===== src/rtl/tiny_cpu_pkg.sv =====
// Shared definitions for the tiny_cpu core: opcodes, FSM state encoding and flag bit positions.
package tiny_cpu_pkg;

    typedef enum logic [3:0] {
        OP_NOP  = 4'h0,
        OP_LDI  = 4'h1,
        OP_MOV  = 4'h2,
        OP_ADD  = 4'h3,
        OP_SUB  = 4'h4,
        OP_AND  = 4'h5,
        OP_OR   = 4'h6,
        OP_XOR  = 4'h7,
        OP_SHL  = 4'h8,
        OP_SHR  = 4'h9,
        OP_JMP  = 4'hA,
        OP_BZ   = 4'hB,
        OP_BNZ  = 4'hC,
        OP_BC   = 4'hD,
        OP_RSVD = 4'hE,
        OP_HALT = 4'hF
    } opcode_e;

    typedef enum logic [1:0] {
        ST_BOOT,
        ST_FETCH,
        ST_EXEC,
        ST_HALT
    } state_e;

    localparam int FLAG_Z = 0;
    localparam int FLAG_C = 1;

endpackage


===== src/rtl/tiny_cpu_if.sv =====
// Instruction-fetch bus between the core (master) and instruction RAM (slave).
interface tiny_cpu_if #(
    parameter int AW = 16,
    parameter int IW = 16
);
    logic          en_ram_in;
    logic [AW-1:0] addr;
    logic [IW-1:0] ins;
    logic          en_ram_out;

    modport master (output en_ram_in, output addr, input ins, input en_ram_out);
    modport slave  (input en_ram_in, input addr, output ins, output en_ram_out);
endinterface


===== src/rtl/tiny_cpu_alu.sv =====
// Combinational ALU: computes result, carry and zero, and whether the op writes rd.
module tiny_cpu_alu
    import tiny_cpu_pkg::*;
#(
    parameter int DW = 16
) (
    input  opcode_e       op,
    input  logic [DW-1:0] a,
    input  logic [DW-1:0] b,
    input  logic          c_in,
    output logic [DW-1:0] result,
    output logic          c_out,
    output logic          z,
    output logic          we
);

    // NOTE: every output gets a default before the case so no path leaves one unassigned (no latches).
    always_comb begin
        result = a;
        c_out  = c_in;
        we     = 1'b0;
        unique case (op)
            OP_LDI, OP_MOV: begin
                result = b;
                we     = 1'b1;
            end
            OP_ADD: begin
                {c_out, result} = {1'b0, a} + {1'b0, b};
                we              = 1'b1;
            end
            OP_SUB: begin
                result = a - b;
                c_out  = (a < b);
                we     = 1'b1;
            end
            OP_AND: begin
                result = a & b;
                we     = 1'b1;
            end
            OP_OR: begin
                result = a | b;
                we     = 1'b1;
            end
            OP_XOR: begin
                result = a ^ b;
                we     = 1'b1;
            end
            OP_SHL: begin
                result = {a[DW-2:0], 1'b0};
                c_out  = a[DW-1];
                we     = 1'b1;
            end
            OP_SHR: begin
                result = {1'b0, a[DW-1:1]};
                c_out  = a[0];
                we     = 1'b1;
            end
            default: ;
        endcase
        z = (result == '0);
    end

endmodule


===== src/rtl/tiny_cpu_core.sv =====
// Multicycle BOOT/FETCH/EXEC/HALT CPU core with register file, flags and debug read port.
// Optional retired-instruction counter and port enabled by defining CPU_PERF_CNT_EN.
module tiny_cpu_core
    import tiny_cpu_pkg::*;
#(
    parameter int          DW     = 16,
    parameter int          AW     = 16,
    parameter int          NREG   = 4,
    parameter int          IMMW   = 8,
    parameter int unsigned RST_PC = 0,
    localparam int         RW     = $clog2(NREG)
) (
    input  logic          clk,
    input  logic          rst,
    tiny_cpu_if.master    bus,
    output logic          halted,
    output logic [1:0]    flags,
    input  logic [RW-1:0] dbg_sel,
`ifdef CPU_PERF_CNT_EN
    output logic [DW-1:0] dbg_data,
    output logic [31:0]   retired
`else
    output logic [DW-1:0] dbg_data
`endif
);

    localparam int IW = 4 + 2*RW + IMMW;

    state_e         state_q, state_d;
    logic [AW-1:0]  pc_q, pc_next;
    logic [IW-1:0]  ir_q;
    logic [1:0]     flags_q;
    logic [DW-1:0]  regs [NREG];

    opcode_e        op;
    logic [RW-1:0]  rd, rs;
    logic [IMMW-1:0] imm;
    logic [DW-1:0]  imm_d;
    logic [AW-1:0]  imm_a;
    logic [DW-1:0]  alu_b, alu_res;
    logic           alu_c, alu_z, alu_we;
    logic           taken;

    assign op    = opcode_e'(ir_q[IW-1 -: 4]);
    assign rd    = ir_q[IW-5 -: RW];
    assign rs    = ir_q[IW-5-RW -: RW];
    assign imm   = ir_q[IMMW-1:0];
    assign imm_d = DW'($signed(imm));
    assign imm_a = AW'($signed(imm));
    assign alu_b = (op == OP_LDI) ? imm_d : regs[rs];

    tiny_cpu_alu #(.DW(DW)) u_alu (
        .op     (op),
        .a      (regs[rd]),
        .b      (alu_b),
        .c_in   (flags_q[FLAG_C]),
        .result (alu_res),
        .c_out  (alu_c),
        .z      (alu_z),
        .we     (alu_we)
    );

    // Branch offsets are relative to the branch's own PC.
    always_comb begin
        taken = 1'b0;
        unique case (op)
            OP_JMP:  taken = 1'b1;
            OP_BZ:   taken = flags_q[FLAG_Z];
            OP_BNZ:  taken = ~flags_q[FLAG_Z];
            OP_BC:   taken = flags_q[FLAG_C];
            default: taken = 1'b0;
        endcase
        pc_next = taken ? pc_q + imm_a : pc_q + AW'(1);
    end

    always_comb begin
        state_d = state_q;
        unique case (state_q)
            ST_BOOT:  state_d = ST_FETCH;
            ST_FETCH: if (bus.en_ram_out) state_d = ST_EXEC;
            ST_EXEC:  state_d = (op == OP_HALT) ? ST_HALT : ST_FETCH;
            ST_HALT:  state_d = ST_HALT;
            default:  state_d = ST_BOOT;
        endcase
    end

    // NOTE: state uses non-blocking assignments so every flop samples pre-edge values.
    // NOTE: the register file is a small flop array, reset alongside the rest of the state.
    always_ff @(posedge clk or posedge rst) begin
        if (rst) begin
            state_q <= ST_BOOT;
            pc_q    <= AW'(RST_PC);
            ir_q    <= '0;
            flags_q <= '0;
            for (int i = 0; i < NREG; i++) regs[i] <= '0;
        end else begin
            state_q <= state_d;
            if (state_q == ST_FETCH && bus.en_ram_out) ir_q <= bus.ins;
            if (state_q == ST_EXEC) begin
                pc_q            <= pc_next;
                flags_q[FLAG_C] <= alu_c;
                if (alu_we) begin
                    regs[rd]        <= alu_res;
                    flags_q[FLAG_Z] <= alu_z;
                end
            end
        end
    end

`ifdef CPU_PERF_CNT_EN
    logic [31:0] retired_q;
    always_ff @(posedge clk or posedge rst) begin
        if (rst)                    retired_q <= '0;
        else if (state_q == ST_EXEC) retired_q <= retired_q + 32'd1;
    end
    assign retired = retired_q;
`endif

    assign bus.en_ram_in = (state_q == ST_FETCH);
    assign bus.addr      = pc_q;
    assign halted        = (state_q == ST_HALT);
    assign flags         = flags_q;
    assign dbg_data      = regs[dbg_sel];

endmodule

===== src/flat_wrapper.sv =====
// flat-port wrapper written by rule: the top's interface ports become plain ports
module tiny_cpu_core_flat import tiny_cpu_pkg::*;
#(
    parameter int          DW     = 16,
    parameter int          AW     = 16,
    parameter int          NREG   = 4,
    parameter int          IMMW   = 8,
    parameter int unsigned RST_PC = 0,
    localparam int         RW     = $clog2(NREG)
)
  (clk, rst, halted, flags, dbg_sel, dbg_data, bus_en_ram_in, bus_addr, bus_ins, bus_en_ram_out);
  tiny_cpu_if #(.AW(AW)) bus_i ();
  input  logic clk;
  input  logic rst;
  output logic halted;
  output logic [1:0] flags;
  input  logic [RW-1:0] dbg_sel;
  output logic [DW-1:0] dbg_data;
  output wire logic [$bits(bus_i.en_ram_in)-1:0] bus_en_ram_in;
  output wire logic [$bits(bus_i.addr)-1:0] bus_addr;
  input wire logic [$bits(bus_i.ins)-1:0] bus_ins;
  input wire logic [$bits(bus_i.en_ram_out)-1:0] bus_en_ram_out;
  assign bus_en_ram_in = bus_i.en_ram_in;
  assign bus_addr = bus_i.addr;
  assign bus_i.ins = bus_ins;
  assign bus_i.en_ram_out = bus_en_ram_out;
  tiny_cpu_core #(.DW(DW), .AW(AW), .NREG(NREG), .IMMW(IMMW), .RST_PC(RST_PC)) u_core (.clk(clk), .rst(rst), .bus(bus_i), .halted(halted), .flags(flags), .dbg_sel(dbg_sel), .dbg_data(dbg_data));
endmodule

===== config.mk =====
export PLATFORM = sky130hd
export DESIGN_NAME = tiny_cpu_core_flat
export DESIGN_NICKNAME = d
export VERILOG_FILES = /design/src/rtl/tiny_cpu_pkg.sv /design/src/rtl/tiny_cpu_if.sv /design/src/rtl/tiny_cpu_alu.sv /design/src/rtl/tiny_cpu_core.sv /design/src/flat_wrapper.sv
export SDC_FILE = /design/constraint.sdc
export NUM_CORES = 1
export LEC_CHECK = 0
export CORE_ASPECT_RATIO = 0.5
export CORE_MARGIN = 2
export CORE_UTILIZATION = 62
export CTS_CLUSTER_SIZE = 28
export DETAILED_ROUTE_END_ITERATION = 8
export DONT_BUFFER_PORTS = 1
export GPL_TIMING_DRIVEN = 0
export PLACE_DENSITY = 0.78
export SLEW_MARGIN = 25
export SYNTH_ARGS = -nofsm -noshare
export SYNTH_HDL_FRONTEND = slang
export SYNTH_SLANG_ARGS = --single-unit

===== constraint.sdc =====
create_clock -name clk -period 4.8 [get_ports clk]
set_input_delay 1.2 -clock clk [delete_from_list [all_inputs] [get_ports clk]]
set_output_delay 1.2 -clock clk [all_outputs]
set_load 0.01 [all_outputs]

==> results_dict.tcl <==
set metrics [dict create \
    level_count_of_the_clock_h_tree 3 \
    critical_path.cell_chain "or4b_1, buf_6, mux2i_4, inv_2, ha_4, fa_2, a21o_4, a2111oi_4, xnor2_1, a221oi_2, o211ai_1, a2111oi_4, o2111ai_2, nor4_2, nand4b_1, o31ai_1" \
    n_fill_cell 1073 \
    clock-root-buffer "clkbuf_16" \
    finalHoldWorstSlack_ns 0.530 \
    syn_area_mm2 0.00910 \
    synth_seq_area_share_pct 27.5 \
    violations "setup timing" \
    grtUsageTotal_pct 37.1 \
    r2r-start "u_core.ir_q[15]" \
    antenna_cells 0 \
    boundaryPins 57 \
    worstPathArrival_ns 5.09 \
    cts.sink_count 100 \
    postSynthAreaPerCell_um2 9.59 \
    worstSetupPathType "reg2reg" \
    post_synth_simple_gate_area_pct 13.8 \
    post_route_cells_drive_above_1_share_pct 23.0 \
    timing.hold.worst_endpoint "u_core.regs[19]" \
    async_flop_share_pct 100 \
    synth-xor-area-share_pct 1.54 \
    design_area_mm2 0.0101 \
    length_of_the_first_detailed_routing_pass_in_iterations 6 \
    synth.area.mux_share_pct 22.2 \
    multi_input_area_mm2 0.00633 \
    grt_setup_unrepaired "yes" \
    synth_warnings 0 \
    combinational_family_with_the_most_area_after_synthesis "multiplexers" \
    post_dp_cell_area_mm2 0.00941 \
    detailed_router_s_first_iteration_violation_count 1076 \
    crit_path_max_incr_delay_ns 0.55 \
    dp_hpwl_um 21300 \
    synth_edf_count 0 \
    clk_latency_ns 0.35 \
    hold_class "reg2reg" \
    critical_path.endpoint_type "register" \
    max_cap_viol_count 0 \
    floorplan.rows 31 \
    fp.dieW_um 175 \
    post-route-drc-count 0 \
    timing.final.hold_violations 0 \
    timing.final.crit_period_ns 4.84 \
    synth_ff_type "dfrtp_1" \
    routed_wire_length_per_instance_um 24.7 \
    fmax_ghz 0.207 \
    max-slew-margin-rel_pct 34.2 \
    finalSetupTns_ns -0.0368 \
    setup_ws_post_layout_ns -0.0368 \
    design.die.area_mm2 0.0157 \
    synth.ff_latch_count 100 \
    start_util_pct 63.2 \
    global_route.overflow_total 0 \
    grt_start_max_net_pins 56 \
    post_synth_fa_ha_maj_area_fraction_pct 9.79 \
    ratio_of_final_minimum_period_to_clock_period_pct 101 \
    r2r_cells 16 \
    die_h_um 89.7 \
    detailroute.via_count 8275 \
    startpoint_type "register" \
    setup.reg_to_reg.worst_slack_ns -0.04 \
    critical_path_peak_fanout 6 \
    post_cts_hold_buffer_count 0 \
    status "finished, violations left" \
    critPathSlowestCell "or4b_1" \
    gpl.final_weighted_congestion 0.993 \
    worst_ep_required_time_ns 5.06 \
    numCtsBuffers 9 \
    antenna_found_initial 0 \
    grt_pass1_vias 7828 \
    path_common_cell "a2111oi_4" \
    io_buffer_count 0 \
    yosys.cell_types.count 83 \
    maxSlewViolCount 0 \
    cts.reportedPaths.clkPinSlew_ns 0.08 \
    syn_inst 949 \
    grt_first_pass_wirelength_um 43900 \
    layout_area_growth_over_synthesis_pct 10.7 \
    cts_tree "yes" \
    vias_per_cell 7.05 \
    cts-root-to-sink-buffers 2 \
    route.antenna.remaining_nets 0 \
    timing.clock.skew_ns 0.0130 \
    hold-path-cell-count 2 \
    min-delay-start "u_core.regs[19]" \
    core-area_mm2 0.0144 \
    sequential_cell_area_mm2 0.00250 \
    nets 1062 \
    setup_viol 1 \
    synthesis.nets 1040 \
    synth-compound-area-share_pct 19.7 \
    r2r_end "u_core.flags[0]" \
    worst_pin_slew_ns 0.983 \
    wl_um 29000 \
]
## kinds of logic after synthesis
logic type / count (synthesis)
xor gates and xnor gates: 16
AOI/OAI and AO/OA: 256
DFF: 100
adders and majority gates: 70
and+or+nand+nor: 247
muxes: 132
buffers and inverters: 128
## routing by layer
layer | track usage (%) | wire [um] | part of all wire [%] | vias to the layer above
li1 | - | - | - | 3601
met1 | 49.4 | 12000 | 41 | 4062
met2 | 57.6 | 12400 | 43 | 532
met3 | 12.6 | 3710 | 13 | 80
met4 | 12.5 | 828 | 2.9 | 0
met5 | 0 | 0 | 0 | -
## sequential cells by signal (all words and copies together), names as in the netlist
signal / flops
u_core.regs: 64
u_core.flags: 2
u_core.ir_q: 16
u_core.state_q: 2
u_core.bus.addr: 16
## layout by cell type (no fill, tap or decap), types with 11 or more instances in the layout
cell type,count
nor2_1,40
nand2_1,85
dfrtp_1,98
xnor2_1,13
mux2i_1,15
clkbuf_1,33
and3_1,14
buf_4,14
ha_1,64
a21oi_1,50
o22ai_1,12
nand3_1,21
mux4_2,47
mux2_2,66
o21ai_0,52
nand2b_1,11
inv_1,61
nor3_1,16
a211oi_1,12
## stage by stage
step	setup WS (ns)	utilization (%)	std cells
finish	-0.0368	70.0	1174
global route	-0.132	70.0	1174
CTS	-0.0433	68.3	1167
detailed placement	-0.670	65.4	1149
global placement	-0.743	64.9	1147
floorplan	0.553	-	949
## layout make-up
type	instances	share of cell area (%)
inverter	65	2.47
timing repair buffer	12	1.07
clock buffer	10	2.27
multi-input combinational	721	62.9
sequential	100	24.9
clock inverter	6	0.572
buffer	62	3.37
tap	198	2.46
## critical path: cells and delay by family, from the launching register on
kind	cells	cell delay (ns)
adder cells (fa/ha/maj)	2	0.59
multiplexers	1	0.20
AND/OR/NAND/NOR	3	1.08
flip-flops	1	0.40
AO/OA/AOI/OAI	7	2.08
XOR/XNOR	1	0.14
buffers and inverters	2	0.26
## Yosys cell counts, types with 7 or more instances
master	instances	area share (%)
dfrtp_1	100	28
nand2_1	85	3.5
ha_1	68	9.4
mux2_2	66	8.2
inv_1	63	2.6
o21ai_0	53	2.9
a21oi_1	51	2.8
mux4_2	47	12
clkbuf_1	42	1.7
nor2_1	40	1.7
nand3_1	21	1.2
mux2i_1	17	1.9
a211oi_1	16	1.3
nor3_1	16	0.88
and3_1	14	0.96
xnor2_1	14	1.3
o22ai_1	12	0.83
o31ai_1	12	0.99
nand2b_1	11	0.76
a21o_1	10	0.83
and2_1	10	0.69
buf_2	10	0.55
o211ai_1	10	0.83
a211o_1	8	0.77
a31oi_1	8	0.55
buf_1	8	0.33
a22oi_1	7	0.58
## worst max path at each step
stage / from / to / cells past startpoint
after global placement: u_core.ir_q[15] / u_core.flags[0] / 17
final: u_core.ir_q[15] / u_core.flags[0] / 16
after global routing: u_core.ir_q[15] / u_core.flags[0] / 16
after floorplan: u_core.ir_q[14] / u_core.flags[0] / 16
after CTS: u_core.ir_q[14] / u_core.flags[0] / 16
after detailed placement: u_core.ir_q[9] / u_core.flags[0] / 16
## repair_timing
item | CTS | global route
hold endpoints to repair | 0 | 0
resized for setup | 29 | 59
pin swaps | 3 | 13
setup buffers | 2 | 8
setup endpoints to repair | 25 | 22
Power is left out: the tool's default activity adds up to more than one toggle a clock period on the data nets, which glitch-free logic cannot reach.
